==> config.mk <==
export PLATFORM = sky130hd
export DESIGN_NAME = buffer_command_frontend
export DESIGN_NICKNAME = d
export VERILOG_FILES = /design/src/rtl/buffer_command_frontend.sv
export SDC_FILE = /design/constraint.sdc
export NUM_CORES = 1
export LEC_CHECK = 0
export CAP_MARGIN = 15
export CORE_MARGIN = 8
export CORE_UTILIZATION = 63
export DETAILED_ROUTE_END_ITERATION = 8
export PLACE_DENSITY = 0.93
export SLEW_MARGIN = 40
export SYNTH_ARGS = -nofsm -noshare
export SYNTH_HDL_FRONTEND = slang
export SYNTH_SLANG_ARGS = --single-unit
==> constraint.sdc <==
create_clock -name clk -period 5.05 [get_ports clk]
set_input_delay 1.515 -clock clk [delete_from_list [all_inputs] [get_ports clk]]
set_output_delay 1.515 -clock clk [all_outputs]
set_load 0.01 [all_outputs]
==> src/rtl/buffer_command_frontend.sv <==
// Push-button command front-end: synchronizes and debounces four buttons plus the key/data
// switches, and turns each accepted press into one registered single-cycle buffer command.
module buffer_command_frontend #(
    parameter int DATA_WIDTH      = 8,
    parameter int KEY_WIDTH       = 4,
    parameter int DEBOUNCE_CYCLES = 500000
) (
    input  logic                  clk,
    input  logic                  async_nreset,
    input  logic                  btn_load,
    input  logic                  btn_incr,
    input  logic                  btn_clr,
    input  logic                  btn_read,
    input  logic [KEY_WIDTH-1:0]  sw_key,
    input  logic [DATA_WIDTH-1:0] sw_data,
    input  logic                  cmd_enable,
    output logic [1:0]            ctrl,
    output logic [KEY_WIDTH-1:0]  key,
    output logic [DATA_WIDTH-1:0] data_in,
    output logic                  start_reading,
    output logic                  busy
);

    localparam int NUM_BTN  = 4;
    localparam int BTN_LOAD = 0;
    localparam int BTN_INCR = 1;
    localparam int BTN_CLR  = 2;
    localparam int BTN_READ = 3;
    localparam int SYNC_W   = NUM_BTN + KEY_WIDTH + DATA_WIDTH;
    localparam int CNT_W    = $clog2(DEBOUNCE_CYCLES);

    localparam logic [CNT_W-1:0] CNT_LAST = CNT_W'(DEBOUNCE_CYCLES - 1);

    localparam logic [1:0] CTRL_NONE = 2'd0;
    localparam logic [1:0] CTRL_LOAD = 2'd1;
    localparam logic [1:0] CTRL_INCR = 2'd2;
    localparam logic [1:0] CTRL_CLR  = 2'd3;

    typedef enum logic [1:0] {
        ST_IDLE,
        ST_ISSUE,
        ST_WAIT_RELEASE
    } state_t;

    // ------------------------------------------------------------------
    // Two-flop synchronizer over buttons and switches as one vector
    // ------------------------------------------------------------------
    logic [SYNC_W-1:0]     raw_in;
    logic [SYNC_W-1:0]     sync_meta_q;
    logic [SYNC_W-1:0]     sync_q;
    logic [NUM_BTN-1:0]    btn_sync;
    logic [KEY_WIDTH-1:0]  key_sync;
    logic [DATA_WIDTH-1:0] data_sync;

    assign raw_in = {sw_data, sw_key, btn_read, btn_clr, btn_incr, btn_load};

    always_ff @(posedge clk or negedge async_nreset) begin
        if (!async_nreset) begin
            sync_meta_q <= '0;
            sync_q      <= '0;
        end else begin
            sync_meta_q <= raw_in;
            sync_q      <= sync_meta_q;
        end
    end

    assign btn_sync  = sync_q[NUM_BTN-1:0];
    assign key_sync  = sync_q[NUM_BTN +: KEY_WIDTH];
    assign data_sync = sync_q[NUM_BTN+KEY_WIDTH +: DATA_WIDTH];

    // ------------------------------------------------------------------
    // Per-button debounce: a level change is accepted only after it has
    // persisted for DEBOUNCE_CYCLES consecutive cycles.
    // ------------------------------------------------------------------
    logic [NUM_BTN-1:0] btn_deb;

    genvar gi;
    generate
        for (gi = 0; gi < NUM_BTN; gi++) begin : g_debounce
            logic [CNT_W-1:0] cnt_q;
            logic [CNT_W-1:0] cnt_d;
            logic             level_q;
            logic             level_d;

            always_comb begin
                cnt_d   = '0;
                level_d = level_q;
                if (btn_sync[gi] != level_q) begin
                    if (cnt_q == CNT_LAST) begin
                        level_d = ~level_q;
                    end else begin
                        cnt_d = cnt_q + CNT_W'(1);
                    end
                end
            end

            always_ff @(posedge clk or negedge async_nreset) begin
                if (!async_nreset) begin
                    cnt_q   <= '0;
                    level_q <= 1'b0;
                end else begin
                    cnt_q   <= cnt_d;
                    level_q <= level_d;
                end
            end

            assign btn_deb[gi] = level_q;
        end
    endgenerate

    // ------------------------------------------------------------------
    // Command selection: READ > CLR > LOAD > INCR; losers are dropped.
    // ------------------------------------------------------------------
    logic       any_btn;
    logic [1:0] cmd_ctrl;
    logic       cmd_read;

    assign any_btn = |btn_deb;

    always_comb begin
        cmd_ctrl = CTRL_NONE;
        cmd_read = 1'b0;
        if (btn_deb[BTN_READ]) begin
            cmd_read = 1'b1;
        end else if (btn_deb[BTN_CLR]) begin
            cmd_ctrl = CTRL_CLR;
        end else if (btn_deb[BTN_LOAD]) begin
            cmd_ctrl = CTRL_LOAD;
        end else if (btn_deb[BTN_INCR]) begin
            cmd_ctrl = CTRL_INCR;
        end
    end

    // ------------------------------------------------------------------
    // Issue FSM with registered outputs
    // ------------------------------------------------------------------
    state_t                state_q;
    logic [1:0]            ctrl_q;
    logic                  start_q;
    logic [KEY_WIDTH-1:0]  key_q;
    logic [DATA_WIDTH-1:0] data_q;

    always_ff @(posedge clk or negedge async_nreset) begin
        if (!async_nreset) begin
            state_q <= ST_IDLE;
            ctrl_q  <= CTRL_NONE;
            start_q <= 1'b0;
            key_q   <= '0;
            data_q  <= '0;
        end else begin
            case (state_q)
                ST_IDLE: begin
                    if (any_btn) begin
                        // A disabled press is still consumed so it cannot fire later.
                        if (cmd_enable) begin
                            state_q <= ST_ISSUE;
                            ctrl_q  <= cmd_ctrl;
                            start_q <= cmd_read;
                            key_q   <= key_sync;
                            data_q  <= data_sync;
                        end else begin
                            state_q <= ST_WAIT_RELEASE;
                        end
                    end
                end
                ST_ISSUE: begin
                    state_q <= ST_WAIT_RELEASE;
                    ctrl_q  <= CTRL_NONE;
                    start_q <= 1'b0;
                end
                ST_WAIT_RELEASE: begin
                    if (!any_btn) begin
                        state_q <= ST_IDLE;
                    end
                end
                default: begin
                    state_q <= ST_IDLE;
                    ctrl_q  <= CTRL_NONE;
                    start_q <= 1'b0;
                end
            endcase
        end
    end

    assign ctrl          = ctrl_q;
    assign start_reading = start_q;
    assign key           = key_q;
    assign data_in       = data_q;
    assign busy          = (state_q != ST_IDLE);

endmodule

* Yosys cells after proc, flatten, opt, wreduce, memory -nomap -nowiden *
Index checks and enable logic that the tools add are counted.

cells by class
  add/sub/neg operators = 4
  equal/unequal tests = 13
  multiplexer cells = 23
  bitwise logic cells = 5
  reductions and logical operators = 10

operator list
  operator               number
  $mux 19                8
  $add 19x1->19 const B  4
  $eq 19x19->1 const B   4
  $mux 2                 9
  $reduce_and 2->1       5
  $ne 2x2->1 const B     3
  $pmux 2 s3             1
  $reduce_and 3->1       2
  $not 1->1              5
  $ne 1x1->1             4
  $pmux 2 s2             1
  $reduce_or 4->1        1
  $mux 1                 3
  $eq 2x1->1 const B     1
  $eq 2x2->1 const B     1
  $logic_not 2->1        1
  $pmux 1 s2             1
  $reduce_bool 2->1      1

word-level totals
  flip-flop bits (word level) = 129
  output and inout port bits = 16
  word-level logic and storage cells = 70

* Depth between registers and ports, before layout *
  word-level depth = 7
  mapped depth = 7
  depth with buffers taken out = 5

* Least setup slack after synthesis *
No wires, ideal clock.

  path kind = input -> register
  start = input cmd_enable
  end = register data_q[1] (netlist: data_in[1])
  data arrival time = 2.581 ns
  data required time = 4.925 ns
  slack = 2.344 ns
  stages on the path = 5
  path buffers = 1
  cell sequence = nand2b_1 nand2b_1 nor2_1 buf_2 mux2_2

between the ends
  word-level cells in the longest chain between the ends = 1

RTL lines
  what                        line  source
  from (decl)                 16    input logic cmd_enable,
  $reduce_and 3->1 (no line)  --
  to (signal assigned)        160   data_q <= data_sync;
  to (decl)                   141   logic [DATA_WIDTH-1:0] data_q;

No other way between the ends.
A chain may end at the register's enable or synchronous reset.

* Worst setup path after layout *
  start = register state_q[0]
  end = output busy

between the ends
  word-level cells in the longest chain between the ends = 1

RTL lines
  what                    line  source
  from (decl)             137   state_t state_q;
  from (signal assigned)  145   state_q <= ST_IDLE;
  from (signal assigned)  156   state_q <= ST_ISSUE;
  from (signal assigned)  162   state_q <= ST_WAIT_RELEASE;
  $reduce_bool 2->1       189   assign busy = (state_q != ST_IDLE);
  to (decl)               21    output logic busy

No other way between the ends.

==> impl_metrics.csv <==
group,metric,value,unit
logic_synthesis,ys_seq_area_share,58.8,%
logic_synthesis,synth_edf_count,0,
cells_and_area,area_delta_synth_final,17.8,%
place,place.gp.congestion,0.861,
floorplanning,initial_core_util,63.9,%
floorplanning,dieHeight,109,um
timing,setup_violations,0,
place,dp_slack,1.62,ns
worst_setup_path,crit_fanout,7,
place,io_buffers,34,
global_routing,grt_first_pass_wirelength,20.7,mm
hold_path,hold_path.class,"flop to flop",
timing,setup_ws,1.79,ns
logic_synthesis,synth_area,0.00549,mm2
worst_setup_path,crit_path_top_delay_cell,"clkdlybuf4s50_1",
timing,slew_headroom,47.3,%
clocking,cts_made_buffers,17,
worst_setup_path,r2r_start,"g_debounce[2].cnt_q[15]",
place,dpl.hpwl,7.20,mm
detailed_routing,routed_wl,12.3,mm
logic_synthesis,synth_area_per_cell,11.2,um2
cells_and_area,fin_util,75.3,%
logic_synthesis,synthTopCellsByCount,"129 x dfrtp_1, 67 x nor2_1, 33 x xor2_1",
clocking,cts_resized,0,
worst_setup_path,path_cells,"or2_2 -> clkdlybuf4s50_1",
floorplanning,die_w,109,um
floorplanning,fp-row-count,34,
logic_synthesis,synth.distinct_cells,43,
cells_and_area,nets,552,
cells_and_area,layout-drive-gt1-share,11.6,%
worst_setup_path,path_delay_family,"buffers and inverters",
job,max_cap_violations,0,
floorplanning,ios,35,
worst_setup_path,r2r_cells,4,
logic_synthesis,yosysWarnings,0,
global_routing,antenna_found_initial,0,
detailed_routing,viasPerCell,6.28,
detailed_routing,firstDrtPassIters,5,
detailed_routing,vias,4080,
timing,tightest_slew,0.790,ns
floorplanning,fp.coreArea,0.00859,mm2
worst_setup_path,arrival,1.74,ns
detailed_routing,ant_nets,0,
worst_setup_path,cp_data_required_time,3.54,ns
cells_and_area,n_antenna_cell,0,
timing,tns,0,ns
global_routing,grt_usage,22.2,%
worst_setup_path,critPathBufInv,1,
power_and_ir_drop,ir_worst_vdd,0.299,mV
worst_setup_path,criticalPathCategory,"flop to primary output",
logic_synthesis,synth_largest_area_cell,"dfrtp_1",
worst_setup_path,crit_start,"state_q[0]",
global_routing,grt_pass1_vias,4178,
cells_and_area,final_cells,650,
worst_setup_path,end_kind,"primary output",
timing,rsz0062_at_grt,"no",
clocking,h-tree-depth,4,
clocking,clkLatencyLatePin,0.52,ns
clocking,ctsHoldBuffers,0,
floorplanning,dieArea,0.0120,mm2
clocking,clk_path_buf_depth,2,
power_and_ir_drop,powerDensity,347,mW/mm2
power_and_ir_drop,power.total,2.24,mW
timing,hold_viol,0,
place,place_inst,618,
clocking,clk_pin_slew,0.06,ns
logic_synthesis,synth_area_leaders,"dfrtp_1 59%, xor2_1 5.3%, nor2_1 4.6%",
global_routing,grt-ovfl-total,0,
logic_synthesis,synth_ff_type,"dfrtp_1",
worst_setup_path,critPathLaunchType,"flop",
clocking,post_cts_buffers,0,
timing,period_needed,3.26,ns
worst_setup_path,cp.depth,2,
logic_synthesis,synth_cells,489,
status,status,"finished, final reports clean",
hold_path,hp-start,"sync_meta_q[15]",
logic_synthesis,synth_nets,512,
place,placed_area,0.00593,mm2
timing,slew_violations,0,
timing,post-route-period-util,64.5,%
detailed_routing,wl_per_cell,18.9,um
clocking,cts-root-buf,"clkbuf_8",
detailed_routing,drt_iter0_markers,386,
power_and_ir_drop,power.leakage,2.74,nW
clocking,clock_sinks,129,
logic_synthesis,synth.top_cell.area_share,58.8,%
logic_synthesis,synth.most_common_cell,"dfrtp_1",
global_routing,grt_start_max_net_pins,130,
worst_setup_path,slowest_delay,0.48,ns
hold_path,min_path_cells,0,
detailed_routing,drc,0,
logic_synthesis,synth-seq-cells,129,
timing,clock.fmax,307,MHz
clocking,cts_tree,"done",
timing,clock_skew,0.00812,ns
timing,whs,0.349,ns
logic_synthesis,async_flop_share,100,%
cells_and_area,stdcell_area,0.00647,mm2
sequential cells by signal, summed over array words and instances, names as in the netlist:
register	cells
ctrl	2
sync_q	16
g_debounce.level_q	4
state_q	2
start_reading	1
g_debounce.cnt_q	76
key	4
data_in	8
sync_meta_q	16
cell families after synthesis:
family          count (synthesis)  synth area share (%)
fa+ha+maj                       4                 0.911
flops                         129                  58.8
xor+xnor                       51                  8.13
compound gates                 50                  5.90
mux                            18                  3.64
buf+inv                        25                  1.96
simple gates                  212                  20.7
where the power goes:
group	leakage [nW]	internal (mW)	switching, mW	total (mW)
registers	1.72	1.05	0.0150	1.07
clock network	0.254	0.624	0.483	1.11
logic	0.768	0.0248	0.0419	0.0667
worst reg2reg max path, cell delays in order (launching register included):
cell and delay [ns]:
dfrtp_1 0.41, nand3_1 0.14, or4b_2 0.72, o31ai_4 0.67
nor2_1 0.20
final timing paths:
| path | endpoint | slack, ns |
|---|---|---|
| max reg2reg | g_debounce[2].cnt_q[10] | 2.76 |
| max in group asynchronous | g_debounce[0].cnt_q[12] | 3.48 |
| min in group asynchronous | sync_meta_q[8] | 1.09 |
| min reg2reg | sync_q[15] | 0.35 |
| min | sync_q[15] | 0.35 |
| max | busy | 1.79 |
layer usage:
layer / GRT usage (%) / part of all wire (%) / up-vias
met3: 6.45 / 5.3 / 33
li1: - / - / 1821
met5: 0 / 0 / -
met2: 37.5 / 52 / 157
met4: 8.68 / 2.3 / 0
met1: 26.2 / 40 / 2069
placed cells by master, fill, tap and decap left out, types with 2 or more instances in the layout:
master / n
a21oi_1: 23
mux2_2: 16
clkbuf_8: 2
and3_1: 7
or3_1: 12
mux2i_1: 2
nor2b_1: 2
o31ai_4: 3
clkinvlp_4: 4
xnor2_1: 18
nor4b_1: 3
xor2_1: 33
or4b_2: 3
or4_1: 9
clkinv_4: 2
dfrtp_1: 129
clkinv_2: 2
clkbuf_16: 16
nand3_2: 2
nand4_1: 23
nor3_1: 8
nand2b_1: 2
ha_1: 4
nand3_1: 24
nor2_1: 66
o21ai_0: 12
inv_1: 11
o41ai_1: 2
nor4_1: 8
inv_6: 4
nor4bb_1: 2
clkdlybuf4s50_1: 33
and4_1: 8
o31ai_1: 6
nand2_1: 26
cell type report:
cell class / instances / area (um2)
repair buffers: 35 / 358
inverters: 11 / 41.3
multi-input cells: 335 / 2170
clock buffers: 19 / 432
well taps: 108 / 135
flip-flops and latches: 129 / 3230
fillers: 458 / 2120
clock inverters: 13 / 104
Power figures use the tool's default switching activity.
